===== src/rtl/pwm_ramp_controller.sv =====
// Ramps a PWM duty word toward a target in fixed steps on PWM-period boundaries,
// and ramps it back to zero before dropping the generator enable.
module pwm_ramp_controller #(
  parameter int CLK_FREQ_c       = 100_000_000,
  parameter int PWM_FREQ_c       = 100,
  parameter int PWM_RESOLUTION_c = 10,
  parameter int STEP_PERIODS_c   = 1
) (
  input  logic                        CLK_i,
  input  logic                        RESET_n_i,
  input  logic                        START_i,
  input  logic [PWM_RESOLUTION_c-1:0] TARGET_i,
  input  logic [PWM_RESOLUTION_c-1:0] STEP_i,
  output logic                        EN_o,
  output logic [PWM_RESOLUTION_c-1:0] PWM_VALUE_o,
  output logic                        BUSY_o,
  output logic                        AT_TARGET_o
);
  localparam int R        = PWM_RESOLUTION_c;
  localparam int PERIOD_c = CLK_FREQ_c / PWM_FREQ_c;
  localparam int CNT_W    = (PERIOD_c > 1) ? $clog2(PERIOD_c) : 1;
  localparam int STP_W    = (STEP_PERIODS_c > 1) ? $clog2(STEP_PERIODS_c) : 1;

  localparam logic [1:0] S_IDLE = 2'd0;
  localparam logic [1:0] S_RAMP = 2'd1;
  localparam logic [1:0] S_HOLD = 2'd2;
  localparam logic [1:0] S_STOP = 2'd3;

  logic [1:0]       r_state;
  logic [CNT_W-1:0] r_cnt;
  logic [STP_W-1:0] r_stp;
  logic [R-1:0]     r_val;
  logic             r_en, r_busy, r_at;

  logic             w_wrap, w_event;
  logic [R:0]       w_step_x, w_tgt_x, w_val_x;
  logic [R:0]       w_up_diff, w_dn_diff, w_sum, w_sub;
  logic [R-1:0]     w_sum_sat, w_sub_sat;
  logic [1:0]       w_nstate;
  logic [R-1:0]     w_nval;

  assign w_wrap  = (r_cnt == CNT_W'(PERIOD_c - 1));
  assign w_event = w_wrap && (r_stp == STP_W'(STEP_PERIODS_c - 1));

  // One extra bit on every intermediate so neither direction can wrap the duty word.
  assign w_step_x  = (STEP_i == '0) ? {{R{1'b0}}, 1'b1} : {1'b0, STEP_i};
  assign w_tgt_x   = {1'b0, TARGET_i};
  assign w_val_x   = {1'b0, r_val};
  assign w_up_diff = w_tgt_x - w_val_x;
  assign w_dn_diff = w_val_x - w_tgt_x;
  assign w_sum     = w_val_x + w_step_x;
  assign w_sub     = w_val_x - w_step_x;
  assign w_sum_sat = w_sum[R] ? {R{1'b1}} : w_sum[R-1:0];
  assign w_sub_sat = w_sub[R] ? {R{1'b0}} : w_sub[R-1:0];

  always_comb begin
    w_nstate = r_state;
    w_nval   = r_val;
    case (r_state)
      S_IDLE: begin
        w_nval = '0;
        if (START_i) w_nstate = S_RAMP;
      end
      S_RAMP: begin
        if (!START_i) begin
          w_nstate = S_STOP;
        end else if (w_event) begin
          if (TARGET_i == r_val) begin
            w_nstate = S_HOLD;
          end else if (TARGET_i > r_val) begin
            if (w_up_diff <= w_step_x) begin
              w_nval   = TARGET_i;
              w_nstate = S_HOLD;
            end else begin
              w_nval = w_sum_sat;
            end
          end else begin
            if (w_dn_diff <= w_step_x) begin
              w_nval   = TARGET_i;
              w_nstate = S_HOLD;
            end else begin
              w_nval = w_sub_sat;
            end
          end
        end
      end
      S_HOLD: begin
        if (!START_i)                           w_nstate = S_STOP;
        else if (w_event && TARGET_i != r_val)  w_nstate = S_RAMP;
      end
      default: begin
        if (START_i) begin
          w_nstate = S_RAMP;
        end else if (r_val == '0) begin
          w_nstate = S_IDLE;
        end else if (w_event) begin
          w_nval = w_sub_sat;
          if (w_sub_sat == '0) w_nstate = S_IDLE;
        end
      end
    endcase
  end

  always_ff @(posedge CLK_i or negedge RESET_n_i) begin
    if (!RESET_n_i) begin
      r_state <= S_IDLE;
      r_cnt   <= '0;
      r_stp   <= '0;
      r_val   <= '0;
      r_en    <= 1'b0;
      r_busy  <= 1'b0;
      r_at    <= 1'b0;
    end else begin
      r_state <= w_nstate;
      r_val   <= w_nval;
      r_en    <= (w_nstate != S_IDLE);
      r_busy  <= (w_nstate == S_RAMP) || (w_nstate == S_STOP);
      r_at    <= (w_nstate == S_HOLD);
      // Counters stay aligned across RAMP/HOLD/STOP and only restart via IDLE.
      if (w_nstate == S_IDLE) begin
        r_cnt <= '0;
        r_stp <= '0;
      end else if (r_state != S_IDLE) begin
        if (w_wrap) begin
          r_cnt <= '0;
          r_stp <= w_event ? '0 : r_stp + STP_W'(1);
        end else begin
          r_cnt <= r_cnt + CNT_W'(1);
        end
      end
    end
  end

  assign EN_o        = r_en;
  assign PWM_VALUE_o = r_val;
  assign BUSY_o      = r_busy;
  assign AT_TARGET_o = r_at;
endmodule


===== config.mk =====
export PLATFORM = sky130hd
export DESIGN_NAME = pwm_ramp_controller
export DESIGN_NICKNAME = d
export VERILOG_FILES = /design/src/rtl/pwm_ramp_controller.sv
export SDC_FILE = /design/constraint.sdc
export NUM_CORES = 1
export LEC_CHECK = 0
export CORE_UTILIZATION = 30
export DETAILED_ROUTE_END_ITERATION = 7
export SLEW_MARGIN = 10
export SYNTH_ARGS = -nofsm -noshare
export SYNTH_HDL_FRONTEND = slang
export SYNTH_SLANG_ARGS = --single-unit

===== constraint.sdc =====
create_clock -name CLK_i -period 9.45 [get_ports CLK_i]
set_input_delay 0.945 -clock CLK_i [delete_from_list [all_inputs] [get_ports CLK_i]]
set_output_delay 0.945 -clock CLK_i [all_outputs]
set_load 0.05 [all_outputs]

==> results by stage <==
Placed design:
- The post-DP HPWL is 11.0 mm.
- The final RePlAce weighted congestion is 0.928.
- In this run, placement finished with an instance count of 817.
- In this run the tool buffered the top-level ports with 35 buffer cells.

Floorplan:
- The area of the placeable core is 0.0153 mm².
- The starting density of the core is 31.0%.
- The total die area is 0.0163 mm².
- The die is 128 µm tall.
- The floorplan has 45 rows.
- In this run the horizontal extent of the chip is 128 µm.
- During I/O placement, the number of pins put on the boundary was 36.

Global route:
- The met3 routing resource usage after global routing is 1.92%.
- Global routing consumed, on the met1 layer, 21.6% of the routing resources.
- The global routing's busiest layer is met2.
- The global router's overall resource usage is 17.4%.
- The via count of the first global-routing pass was 4485.
- The initial antenna violation count is 0.
- The pin count of the biggest net entering global routing is 36.
- The wire length of the first global-routing pass is 22.5 mm.
- The remaining global-route overflow is 0.
- The met2 track demand over resource is 30.6%.

Synth:
- The biggest area contributor in the post-synthesis netlist is sky130_fd_sc_hd__dfrtp_1.
- The total nets after synthesis is 690.
- Counting flops and latches in the post-synthesis netlist gives 35.
- The leading register cell type out of synthesis is sky130_fd_sc_hd__dfrtp_1.
- The area share of the largest cell type after synthesis is 18.5%.
- Of the synthesized area, sequential elements account for 18.5%.
- The post-synthesis instance area is 0.00474 mm².
- The commonest cells after synthesis are sky130_fd_sc_hd__ha_1, sky130_fd_sc_hd__inv_1, sky130_fd_sc_hd__nor2_1, sky130_fd_sc_hd__nand2_1, sky130_fd_sc_hd__a21oi_1.
- The share of synthesized flip-flops with an asynchronous set or reset is 100%.
- The synthesized instance count is 603.
- The mean instance size in the synthesized netlist is 7.86 µm².
- The most frequent cell after synthesis is sky130_fd_sc_hd__ha_1.
- The number of synthesized flops with an enable pin is 0.
- In the post-synthesis netlist, the biggest area contributors are sky130_fd_sc_hd__dfrtp_1, sky130_fd_sc_hd__ha_1, sky130_fd_sc_hd__inv_1.
- During synthesis, Yosys emitted a total of 0 warnings.
- The count of cell types in the netlist is 76.

Setup path:
- The worst-case register-to-register setup slack is 4.45 ns.
- The kind of launch point of the worst setup path is an input port.
- The maximum fanout encountered on the critical timing path is 13.
- Data on the critical path arrives at its endpoint at 5.79 ns.
- By startpoint and endpoint, the worst setup path is classified as input port to register.
- The required time at the endpoint of the critical path is 9.60 ns.
- The worst register-to-register path has a depth of 18.
- The worst setup path is captured at a register.

CTS:
- In this run, CTS created clock tree buffers numbering 5.
- The total clock sinks is 35.
- TritonCTS built the clock tree.
- After clock tree synthesis, the clock-pin slew on the worst setup and hold paths is 0.06 ns.
- The H-tree was split into 2 levels.
- Post-CTS timing repair inserted 0 buffers for setup.
- The clock latency of the later-clocked register in the worst-skew pair is 0.29 ns.
- The number of gates resized after CTS was 0.
- The clock root buffer is sky130_fd_sc_hd__clkbuf_16.
- The hold buffer count at CTS is 0.
- The number of buffers between clock root and the deepest sink is 2.

STA:
- The final total negative setup slack is 0 ns.
- The total count of hold-check failures in the final report is 0.
- The slew at the pin with the worst max-slew slack is 0.975 ns.
- The post-route fraction of the period consumed by the critical path is 59.6%.
- Setup violations remaining at the end of the flow were counted as 0.
- The largest clock skew in the final design is 0.00459 ns.
- The peak clock frequency supported by timing is 178 MHz.
- Subtracting the final worst setup slack from the clock period gives 5.63 ns.
- Setup repair after global routing left no endpoint under its margin.
- The worst slew slack as a fraction of its limit is 34.4%.
- The number of pins exceeding their max-slew limit in the final report was 0.

Hold path:
- Counting instances, the worst hold path has a depth of 1.
- The min-delay analysis places its worst path in the category register to register.

Route:
- For this block, the via count after detailed routing is 4505.
- After the first detailed-routing iteration, the DRC count stood at 292.
- The length of the first detailed-routing pass in iterations is 5.
- The total wire length is 13.8 mm.
- The DRC violations left is 0.
- After detailed routing, the average wire length per cell comes to 16.7 µm.
- The number of antenna-violating nets in the routed design is 0.
- Using the TritonRoute via totals, the vias-per-cell ratio works out to 5.46.

Power:
- Power spread over the standard cell area amounts to 333 mW/mm².
- The peak supply drop is 0.115 mV.
- Overall power consumption after layout is estimated at 1780 µW.
- The analysis attributes to cell leakage a power of 0.00231 µW.

Job:
- Max-cap violations in this run came to 0.

Status:
- The flow ran to the end, and the final reports show no timing, DRC or antenna violations.

Finish:
- The number of antenna diodes in the final layout is 0.
- The final net count is 700.
- The ratio of cells with drive above 1 in the final layout is 7.17%.
- The number of fillers in the final layout is 1641.
- The count of placed standard cells in the final layout, fillers left out is 825.
- The multi-input combinational cells in the finished layout cover a total of 0.00350 mm².
- Summing all flip-flop and latch instances after layout gives 876 µm².
- The area growth from synthesis to layout is 12.6%.
[area by class of cell]
type	instances	area share, %
multi-input cells	482	65.6
flip-flops and latches	35	16.4
repair buffers	37	6.75
well taps	211	4.94
inverters	52	3.66
clock buffers	6	2.41
clock inverters	2	0.234
[logic make-up (layout without fill, tap and decap cells)]
kind of cell | after synthesis | count (layout) | share of synthesized area (%)
DFF | 35 | 35 | 18.5
adders and majority gates | 64 | 64 | 17.5
xor gates and xnor gates | 35 | 35 | 6.46
muxes | 2 | 2 | 0.449
buffers and inverters | 86 | 97 | 7.78
AOI/OAI and AO/OA | 171 | 171 | 25.7
and+or+nand+nor | 210 | 210 | 23.6
[per-stage QoR]
stage	utilization [%]	hold WS, ns	setup slack (ns)	area, µm²
2_1_floorplan	-	0.494	4.86	4740
3_3_place_gp	33.9	0.520	3.70	5200
4_1_cts	34.9	0.554	3.87	5340
3_5_place_dp	33.9	0.538	3.58	5200
6_report	34.9	0.546	3.82	5340
5_1_grt	34.9	0.577	3.48	5340
[worst paths after layout]
| kind | endpoint | from |
|---|---|---|
| setup reg to reg | r_stp | PWM_VALUE_o[0] |
| min in group asynchronous | r_cnt[17] | RESET_n_i |
| max in group asynchronous | r_cnt[0] | RESET_n_i |
| setup / recovery | r_stp | TARGET_i[0] |
| hold reg to reg | r_cnt[0] | r_cnt[0] |
| hold / removal | r_cnt[0] | r_cnt[0] |
[routing by layer]
| layer | wire length, µm | vias to the layer above |
|---|---|---|
| met4 | 459 | 0 |
| met5 | 0 | - |
| li1 | - | 2190 |
| met2 | 6780 | 127 |
| met3 | 478 | 36 |
| met1 | 6100 | 2152 |
[state kept, by name, indices dropped and copies added, names as in the netlist]
signal and count:
AT_TARGET_o 1, r_stp 1, BUSY_o 1, r_state 1, EN_o 1, r_cnt 20, PWM_VALUE_o 10
[critical path, stage by stage]
cell and delay (ns):
sky130_fd_sc_hd__clkdlybuf4s50_1 0.54, sky130_fd_sc_hd__ha_1 0.17, sky130_fd_sc_hd__inv_1 0.06, sky130_fd_sc_hd__fa_1 0.42
sky130_fd_sc_hd__a211oi_1 0.33, sky130_fd_sc_hd__o21bai_1 0.13, sky130_fd_sc_hd__a21oi_1 0.35, sky130_fd_sc_hd__xnor2_1 0.17
sky130_fd_sc_hd__ha_1 0.28, sky130_fd_sc_hd__a211o_1 0.28, sky130_fd_sc_hd__o221ai_1 0.19, sky130_fd_sc_hd__a21oi_1 0.08
sky130_fd_sc_hd__o221ai_1 0.37, sky130_fd_sc_hd__nand3b_1 0.20, sky130_fd_sc_hd__a31o_2 0.31, sky130_fd_sc_hd__a211o_4 0.42
sky130_fd_sc_hd__a21oi_4 0.44, sky130_fd_sc_hd__nor2b_1 0.09
[placed cells by master (no fill, tap or decap), drive strengths merged, types with 19 or more instances in the layout]
| master | count |
|---|---|
| ha | 60 |
| nor2 | 53 |
| inv | 52 |
| nand2 | 42 |
| a21oi | 39 |
| dfrtp | 35 |
| clkdlybuf4s50 | 34 |
| o21ai | 27 |
| nand3 | 21 |
| xnor2 | 19 |
[where the power goes]
part | internal, µW | total, µW | switching (µW)
Combinational | 545 | 1330 | 788
Sequential | 195 | 283 | 88.5
Clock | 97.3 | 164 | 66.5
(Power assumes the default switching activity.)
